==> src/rtl/ov5640_cfg_seq.sv <==
// OV5640 register-configuration sequencer: walks a {reg_addr, reg_val} table and issues one IIC write per entry.
// Optional build macro CFG_RETRY_EN re-issues a NACKed entry up to MAX_RETRY times before aborting.
module ov5640_cfg_seq #(
  parameter int ADDR_W       = 16,
  parameter int DATA_W       = 8,
  parameter int REG_NUM      = 251,
  parameter int IDX_W        = 8,
  parameter int CNT_WAIT_MAX = 20000,
  parameter int DLY_UNIT     = 1000,
  parameter int MAX_RETRY    = 3
) (
  input  logic                     sys_clk,
  input  logic                     sys_rst_n,
  input  logic                     cfg_restart,
  input  logic                     cfg_end,
  input  logic                     cfg_nack,
  output logic [IDX_W-1:0]         rom_addr,
  input  logic [ADDR_W+DATA_W-1:0] rom_data,
  output logic                     cfg_start,
  output logic [ADDR_W+DATA_W-1:0] cfg_data,
  output logic                     cfg_done,
  output logic                     cfg_err,
  output logic [IDX_W-1:0]         reg_cnt
);

  localparam int ENT_W  = ADDR_W + DATA_W;
  localparam int WAIT_W = (CNT_WAIT_MAX > 1) ? $clog2(CNT_WAIT_MAX) : 1;
  localparam int DLY_W  = (DLY_UNIT > 1) ? $clog2(DLY_UNIT) : 1;

  typedef enum logic [2:0] {
    S_WAIT_PWR,
    S_FETCH,
    S_ISSUE,
    S_BUSY,
    S_DELAY,
    S_DONE,
    S_ERR
  } state_t;

  state_t              r_state;
  state_t              w_state_nxt;
  logic [WAIT_W-1:0]   r_wait_cnt;
  logic [DLY_W-1:0]    r_dly_cnt;
  logic [DATA_W-1:0]   r_units;
  logic [IDX_W-1:0]    r_idx;
  logic [ENT_W-1:0]    r_cfg_data;

  logic                w_is_dly;
  logic [DATA_W-1:0]   w_units;
  logic                w_last;
  logic                w_wait_end;
  logic                w_unit_end;
  logic                w_retry_ok;

  // Delay entries are tagged by an all-ones register address; the value field is the unit count.
  assign w_is_dly   = &rom_data[ENT_W-1 -: ADDR_W];
  assign w_units    = rom_data[DATA_W-1:0];
  assign w_last     = (r_idx == IDX_W'(REG_NUM));
  assign w_wait_end = (r_wait_cnt == WAIT_W'(CNT_WAIT_MAX - 1));
  assign w_unit_end = (r_dly_cnt == DLY_W'(DLY_UNIT - 1));

`ifdef CFG_RETRY_EN
  localparam int RTY_W = (MAX_RETRY > 0) ? $clog2(MAX_RETRY + 1) : 1;
  logic [RTY_W-1:0] r_retry;

  assign w_retry_ok = (r_retry < RTY_W'(MAX_RETRY));

  always_ff @(posedge sys_clk or negedge sys_rst_n) begin
    if (!sys_rst_n) begin
      r_retry <= '0;
    end else begin
      case (r_state)
        S_BUSY: begin
          if (cfg_end) begin
            if (!cfg_nack)      r_retry <= '0;
            else if (w_retry_ok) r_retry <= r_retry + 1'b1;
          end
        end
        S_DONE, S_ERR: begin
          if (cfg_restart) r_retry <= '0;
        end
        default: ;
      endcase
    end
  end
`else
  assign w_retry_ok = 1'b0;
`endif

  always_ff @(posedge sys_clk or negedge sys_rst_n) begin
    if (!sys_rst_n) r_state <= S_WAIT_PWR;
    else            r_state <= w_state_nxt;
  end

  always_comb begin
    w_state_nxt = r_state;
    case (r_state)
      S_WAIT_PWR: if (w_wait_end) w_state_nxt = S_FETCH;
      S_FETCH: begin
        if (w_last)                         w_state_nxt = S_DONE;
        else if (w_is_dly && w_units != '0) w_state_nxt = S_DELAY;
        else if (!w_is_dly)                 w_state_nxt = S_ISSUE;
      end
      S_ISSUE: w_state_nxt = S_BUSY;
      S_BUSY: begin
        if (cfg_end) begin
          if (!cfg_nack || w_retry_ok) w_state_nxt = S_FETCH;
          else                         w_state_nxt = S_ERR;
        end
      end
      S_DELAY: if (w_unit_end && r_units == DATA_W'(1)) w_state_nxt = S_FETCH;
      S_DONE, S_ERR: if (cfg_restart) w_state_nxt = S_FETCH;
      default: w_state_nxt = S_WAIT_PWR;
    endcase
  end

  always_ff @(posedge sys_clk or negedge sys_rst_n) begin
    if (!sys_rst_n) begin
      r_wait_cnt <= '0;
      r_dly_cnt  <= '0;
      r_units    <= '0;
      r_idx      <= '0;
      r_cfg_data <= '0;
    end else begin
      case (r_state)
        S_WAIT_PWR: begin
          if (w_wait_end) r_wait_cnt <= '0;
          else            r_wait_cnt <= r_wait_cnt + 1'b1;
        end
        S_FETCH: begin
          if (w_last) begin
            r_cfg_data <= '0;
          end else if (w_is_dly) begin
            // A zero-length delay is consumed here so it costs only this cycle.
            if (w_units == '0) begin
              r_idx <= r_idx + 1'b1;
            end else begin
              r_units   <= w_units;
              r_dly_cnt <= '0;
            end
          end else begin
            r_cfg_data <= rom_data;
          end
        end
        S_BUSY: begin
          if (cfg_end && !cfg_nack) r_idx <= r_idx + 1'b1;
        end
        S_DELAY: begin
          if (w_unit_end) begin
            r_dly_cnt <= '0;
            r_units   <= r_units - 1'b1;
            if (r_units == DATA_W'(1)) r_idx <= r_idx + 1'b1;
          end else begin
            r_dly_cnt <= r_dly_cnt + 1'b1;
          end
        end
        S_DONE, S_ERR: begin
          if (cfg_restart) r_idx <= '0;
        end
        default: ;
      endcase
    end
  end

  assign rom_addr  = r_idx;
  assign reg_cnt   = r_idx;
  assign cfg_data  = r_cfg_data;
  assign cfg_start = (r_state == S_ISSUE);
  assign cfg_done  = (r_state == S_DONE);
  assign cfg_err   = (r_state == S_ERR);

endmodule

==> config.mk <==
export PLATFORM = sky130hd
export DESIGN_NAME = ov5640_cfg_seq
export DESIGN_NICKNAME = d
export VERILOG_FILES = /design/src/rtl/ov5640_cfg_seq.sv
export SDC_FILE = /design/constraint.sdc
export NUM_CORES = 1
export LEC_CHECK = 0
export ABC_AREA = 1
export CAP_MARGIN = 20
export CORE_MARGIN = 2
export CORE_UTILIZATION = 53
export CTS_CLUSTER_DIAMETER = 50
export DETAILED_ROUTE_END_ITERATION = 6
export PLACE_DENSITY_LB_ADDON = 0.15
export SYNTH_ARGS = -nofsm -noshare
export SYNTH_HDL_FRONTEND = slang
export SYNTH_SLANG_ARGS = --single-unit
==> constraint.sdc <==
create_clock -name sys_clk -period 2 [get_ports sys_clk]
set_input_delay 0.4 -clock sys_clk [delete_from_list [all_inputs] [get_ports sys_clk]]
set_output_delay 0.4 -clock sys_clk [all_outputs]
set_load 0.01 [all_outputs]
; ---- Word-level counts from Yosys, hierarchy flattened
; Index checks and enable logic that the tools add are counted.
[word_totals]
reg_bits = 68
in_bits = 29
out_inout_bits = 43
elab_cells = 79
[classes]
add_sub_neg = 4
eq_ne = 23
mux = 30
n_reduce_logical = 16
[ops]
columns = op, count
row1 = $mux W8, 11
row2 = $mux W24, 2
row3 = $mux W10, 4
row4 = $pmux W8 S4, 1
row5 = $mux W3, 8
row6 = $ne A2 B2 Y1 const B, 11
row7 = $pmux W10 S2, 1
row8 = $pmux W3 S6, 1
row9 = $pmux W8 S2, 1
row10 = $reduce_and A16 Y1, 1
row11 = $add A15 B1 Y15 const B, 1
row12 = $eq A15 B15 Y1 const B, 1
row13 = $mux W15, 1
row14 = $add A10 B1 Y10 const B, 1
row15 = $eq A10 B10 Y1 const B, 1
row16 = $reduce_and A5 Y1, 2
row17 = $eq A3 B3 Y1 const B, 3
row18 = $add A8 B1 Y8 const B, 1
row19 = $eq A8 B1 Y1 const B, 1
row20 = $eq A8 B8 Y1 const B, 1
row21 = $logic_not A8 Y1, 1
row22 = $reduce_and A8 Y1, 1
row23 = $reduce_bool A8 Y1, 1
row24 = $sub A8 B1 Y8 const B, 1
row25 = other kinds (12), 15

; ---- Depth between registers and ports, before layout
[depth]
depth_word = 5
depth_mapped = 11
ltp_nobuf = 10

; ---- Worst setup path before layout
; No wires, ideal clock.
[synth_timing]
kind = reg-to-reg
from = register r_idx[0] (netlist: reg_cnt[0])
to = register r_units[0]
setup_ps = 118
arrival_time_ps = 1526
required_time_ps = 1882
slack_ps = 356
stages_incl_launch_ff = 10
n_path_buf = 1
period_less_slack_ps = 1644
cell_sequence = dfrtp_1 ha_1 nand2_1 nor2_1 nand3_4 nand2_2 inv_2 buf_6 a21oi_1 nor2_1
[synth_via]
elab_chain_len = 3
[synth_lines]
columns = item, line
row1 = from (decl), 45  ; logic [IDX_W-1:0] r_idx;
row2 = from (signal assigned), 136  ; r_idx <= r_idx + 1'b1;
row3 = from (signal assigned), 146  ; if (cfg_end && !cfg_nack) r_idx <= r_idx + 1'b1;
row4 = from (signal assigned), 152  ; if (r_units == DATA_W'(1)) r_idx <= r_idx + 1'b1;
row5 = $eq A8 B8 Y1, 58  ; assign w_last = (r_idx == IDX_W'(REG_NUM));
row6 = $ne A2 B2 Y1 (no source line), --
row7 = $reduce_and A5 Y1 (no source line), --
row8 = to (signal assigned), 138  ; r_units <= w_units;
row9 = to (signal assigned), 151  ; r_units <= r_units - 1'b1;
row10 = to (decl), 44  ; logic [DATA_W-1:0] r_units;
; No other way between the ends.
; A chain may end at the register's enable or synchronous reset.

; ---- Final worst setup path
[layout_timing]
from = register r_state[0]
to = output port cfg_start
[layout_via]
elab_chain_len = 1
[layout_lines]
columns = item, line
row1 = from (decl), 40  ; state_t r_state;
row2 = from (signal assigned), 92  ; else r_state <= w_state_nxt;
row3 = $eq A3 B2 Y1, 168  ; assign cfg_start = (r_state == S_ISSUE);
row4 = to (decl), 19  ; output logic cfg_start,
; No other way between the ends.

==> flow_summary.yaml <==
run_status:
  status: "finished clean"
power_and_ir_drop:
  ir_worst_vdd_mv: 0.3425
  finalPower_mw: 2.660
  p_leak_nw: 2.668
  power_per_cell_area_nw_per_um2: 510.9
synthesis:
  synth_common_cells: "nand2_1 (177), dfrtp_1 (68), nand3_1 (64)"
  syn-mean-instance-area_um2: 7.455
  synth_top_area_frac: 0.4165
  synthesis.nets: 582
  synthCells: 548
  yosysSeqAreaShare: 0.4165
  synth_edf_count: 0
  synth.distinct_cells: 35
  synth.most_common_cell: "nand2_1"
  yosysTopAreaCell: "dfrtp_1"
  synth_top_flop_cell: "dfrtp_1"
  synth.cell_area_um2: 4085
  synth-seq-cells: 68
  synthTopCellsByArea: "dfrtp_1 (42%), nand2_1 (16%), nand3_1 (7.8%)"
  ys.warnings.count: 0
  synthArstFlopShare: 1.000
sta:
  hold_slack_ns: 0.4147
  slew_violations: 0
  finalHoldViolations: 0
  fin_crit_sh: 0.9462
  worst_pin_slew_ns: 0.3986
  fin_crit_ns: 1.892
  rsz0062_at_grt: "false"
  finalClockSkew_ns: 0.008926
  tns_ns: 0
  fin_ws_ns: 0.1076
  fmax_ghz: 0.5284
  finalSetupViolations: 0
  slew_headroom: 0.7323
worst_setup_path:
  r2r_end: "r_state[1]"
  r2r_slack_ns: 0.18
  critPathLaunchType: "flip-flop"
  path_delay_family: "flip-flops"
  endpoint_kind: "output pin"
  r2r_start: "reg_cnt[1]"
  critPathMaxFanout: 6
  cp_cell_sequence: "buf_4 > nor3_2 > dlygate4sd2_1"
  cp.required_ns: 1.60
  rr_worst_depth: 8
  slowest_delay_ns: 0.46
  arrival_ns: 1.49
  path_class: "reg -> out"
  crit_buf_inv: 2
  critPathSlowestCell: "dfrtp_2"
clocking:
  h-tree-depth: 3
  cts_max_path_buffers: 2
  cts.sinks: 68
  root_buffer: "clkbuf_8"
  path_clk_slew_ns: 0.08
  clk_latency_ns: 0.35
  cts_buffers: 9
  tritoncts: "done"
die:
  initial_core_util: 0.5370
  die_w_um: 91.80
  die_y_um: 91.80
  rows: 32
  core-area_um2: 7607
  die_area_um2: 8426
  ios: 72
global_route:
  grt_overflow_total: 0
  antenna_found_initial: 0
  grt_usage: 0.2406
  grt_pass1_vias: 3651
  grt_first_pass_wirelength_um: 16590
  grt_max_degree: 24
finish:
  final_area_um2: 5207
  final_cells: 744
  diodes: 0
  regArea_um2: 1705
  fin_util: 0.6845
  drive_gt1_frac: 0.1355
  area_growth_syn_to_layout_pct: 27.47
  nets: 671
  fillers: 644
  multi_input_area_um2: 2036
detailed_routing:
  vias: 3828
  dr.pass1.iters: 5
  final_antenna_net_count: 0
  routed_wl_um: 9458
  drcViolationCount: 0
  post_drt_via_cell_ratio: 5.145
  drt-initial-drc-count: 162
  wire_per_inst_um: 12.71
place:
  post-place-ws_ns: -0.1195
  gp_congestion: 0.9134
  dp_cells: 723
  portBuffers: 71
  dpl_cell_area_um2: 4955
  dp_hpwl_um: 7157
hold_path:
  hold_class: "in -> async"
job:
  maxCapViolCount: 0
==> worst max-delay path by stage <==
stage	start	end	cells past startpoint
after floorplan	reg_cnt[0]	r_units[0]	9
final	r_state[0]	cfg_start	3
after detailed placement	rom_data[9]	r_state[1]	10
after CTS	r_state[0]	cfg_err	4
after global placement	rom_data[9]	cfg_data[14]	10
after global routing	r_state[1]	r_wait_cnt[5]	8
==> worst register-to-register path, cell delays in order, from the launching register on <==
cell     delay (ns)
dfrtp_1        0.44
ha_1           0.22
nand2_1        0.09
nor2_1         0.31
a21oi_4        0.18
nand3_1        0.19
nand3_1        0.15
nand2_1        0.09
nand2_1        0.04
==> cell families after synthesis <==
| family | count (synthesis) | share of synthesized area |
|---|---|---|
| AO/OA/AOI/OAI | 49 | 0.07780 |
| XOR/XNOR | 13 | 0.02787 |
| adder cells (fa/ha/maj) | 5 | 0.01531 |
| buffers and inverters | 75 | 0.08637 |
| flip-flops | 68 | 0.4165 |
| AND/OR/NAND/NOR | 338 | 0.3761 |
==> metal layers <==
metal / track usage / wire length [um]
met1: 0.3324 / 4375
met2: 0.3866 / 4488
met3: 0.03862 / 423
met4: 0.08333 / 170
met5: 0 / 0
==> cell usage in the layout (no fill, tap or decap), drive strengths merged, types with 2 or more instances in the layout <==
cell,count
nor2,64
clkinv,2
xor2,9
ha,5
xnor2,4
o21ai,30
buf,27
nand3b,2
clkdlybuf4s50,67
dfrtp,68
a21oi,12
clkbuf,10
dlymetal6s2s,2
nand4,11
nand3,66
nor3,6
nand2,186
inv,57
o21bai,3
or2,2
==> power by group <==
group / internal [mW] / switching [mW] / leakage (nW) / total, mW
Clock: 0.589 / 0.574 / 0.0975 / 1.16
Sequential: 1.37 / 0 / 0.879 / 1.37
Combinational: 0.0650 / 0.0589 / 1.69 / 0.124
Total: 2.03 / 0.633 / 2.67 / 2.66
==> flip-flops by register name (all words and copies together), names as in the netlist <==
signal,cells
cfg_data,24
r_dly_cnt,10
r_state,3
r_units,8
r_wait_cnt,15
reg_cnt,8
==> timing repair <==
item,CTS,global route
resized for setup,5,2
buffers inserted,2,2
endpoints found under the setup margin,3,2
hold buffers,1,0
cloned,0,0
hold endpoints to repair,6,0
==> final cells by class <==
type	instances	share of cell area
Multi-Input combinational cell	405	0.3909
Sequential cell	68	0.3275
Timing Repair Buffer	98	0.1780
Inverter	55	0.04061
Clock buffer	10	0.02451
Tap cell	102	0.02451
Clock inverter	6	0.01394
(Power assumes the default switching activity.)
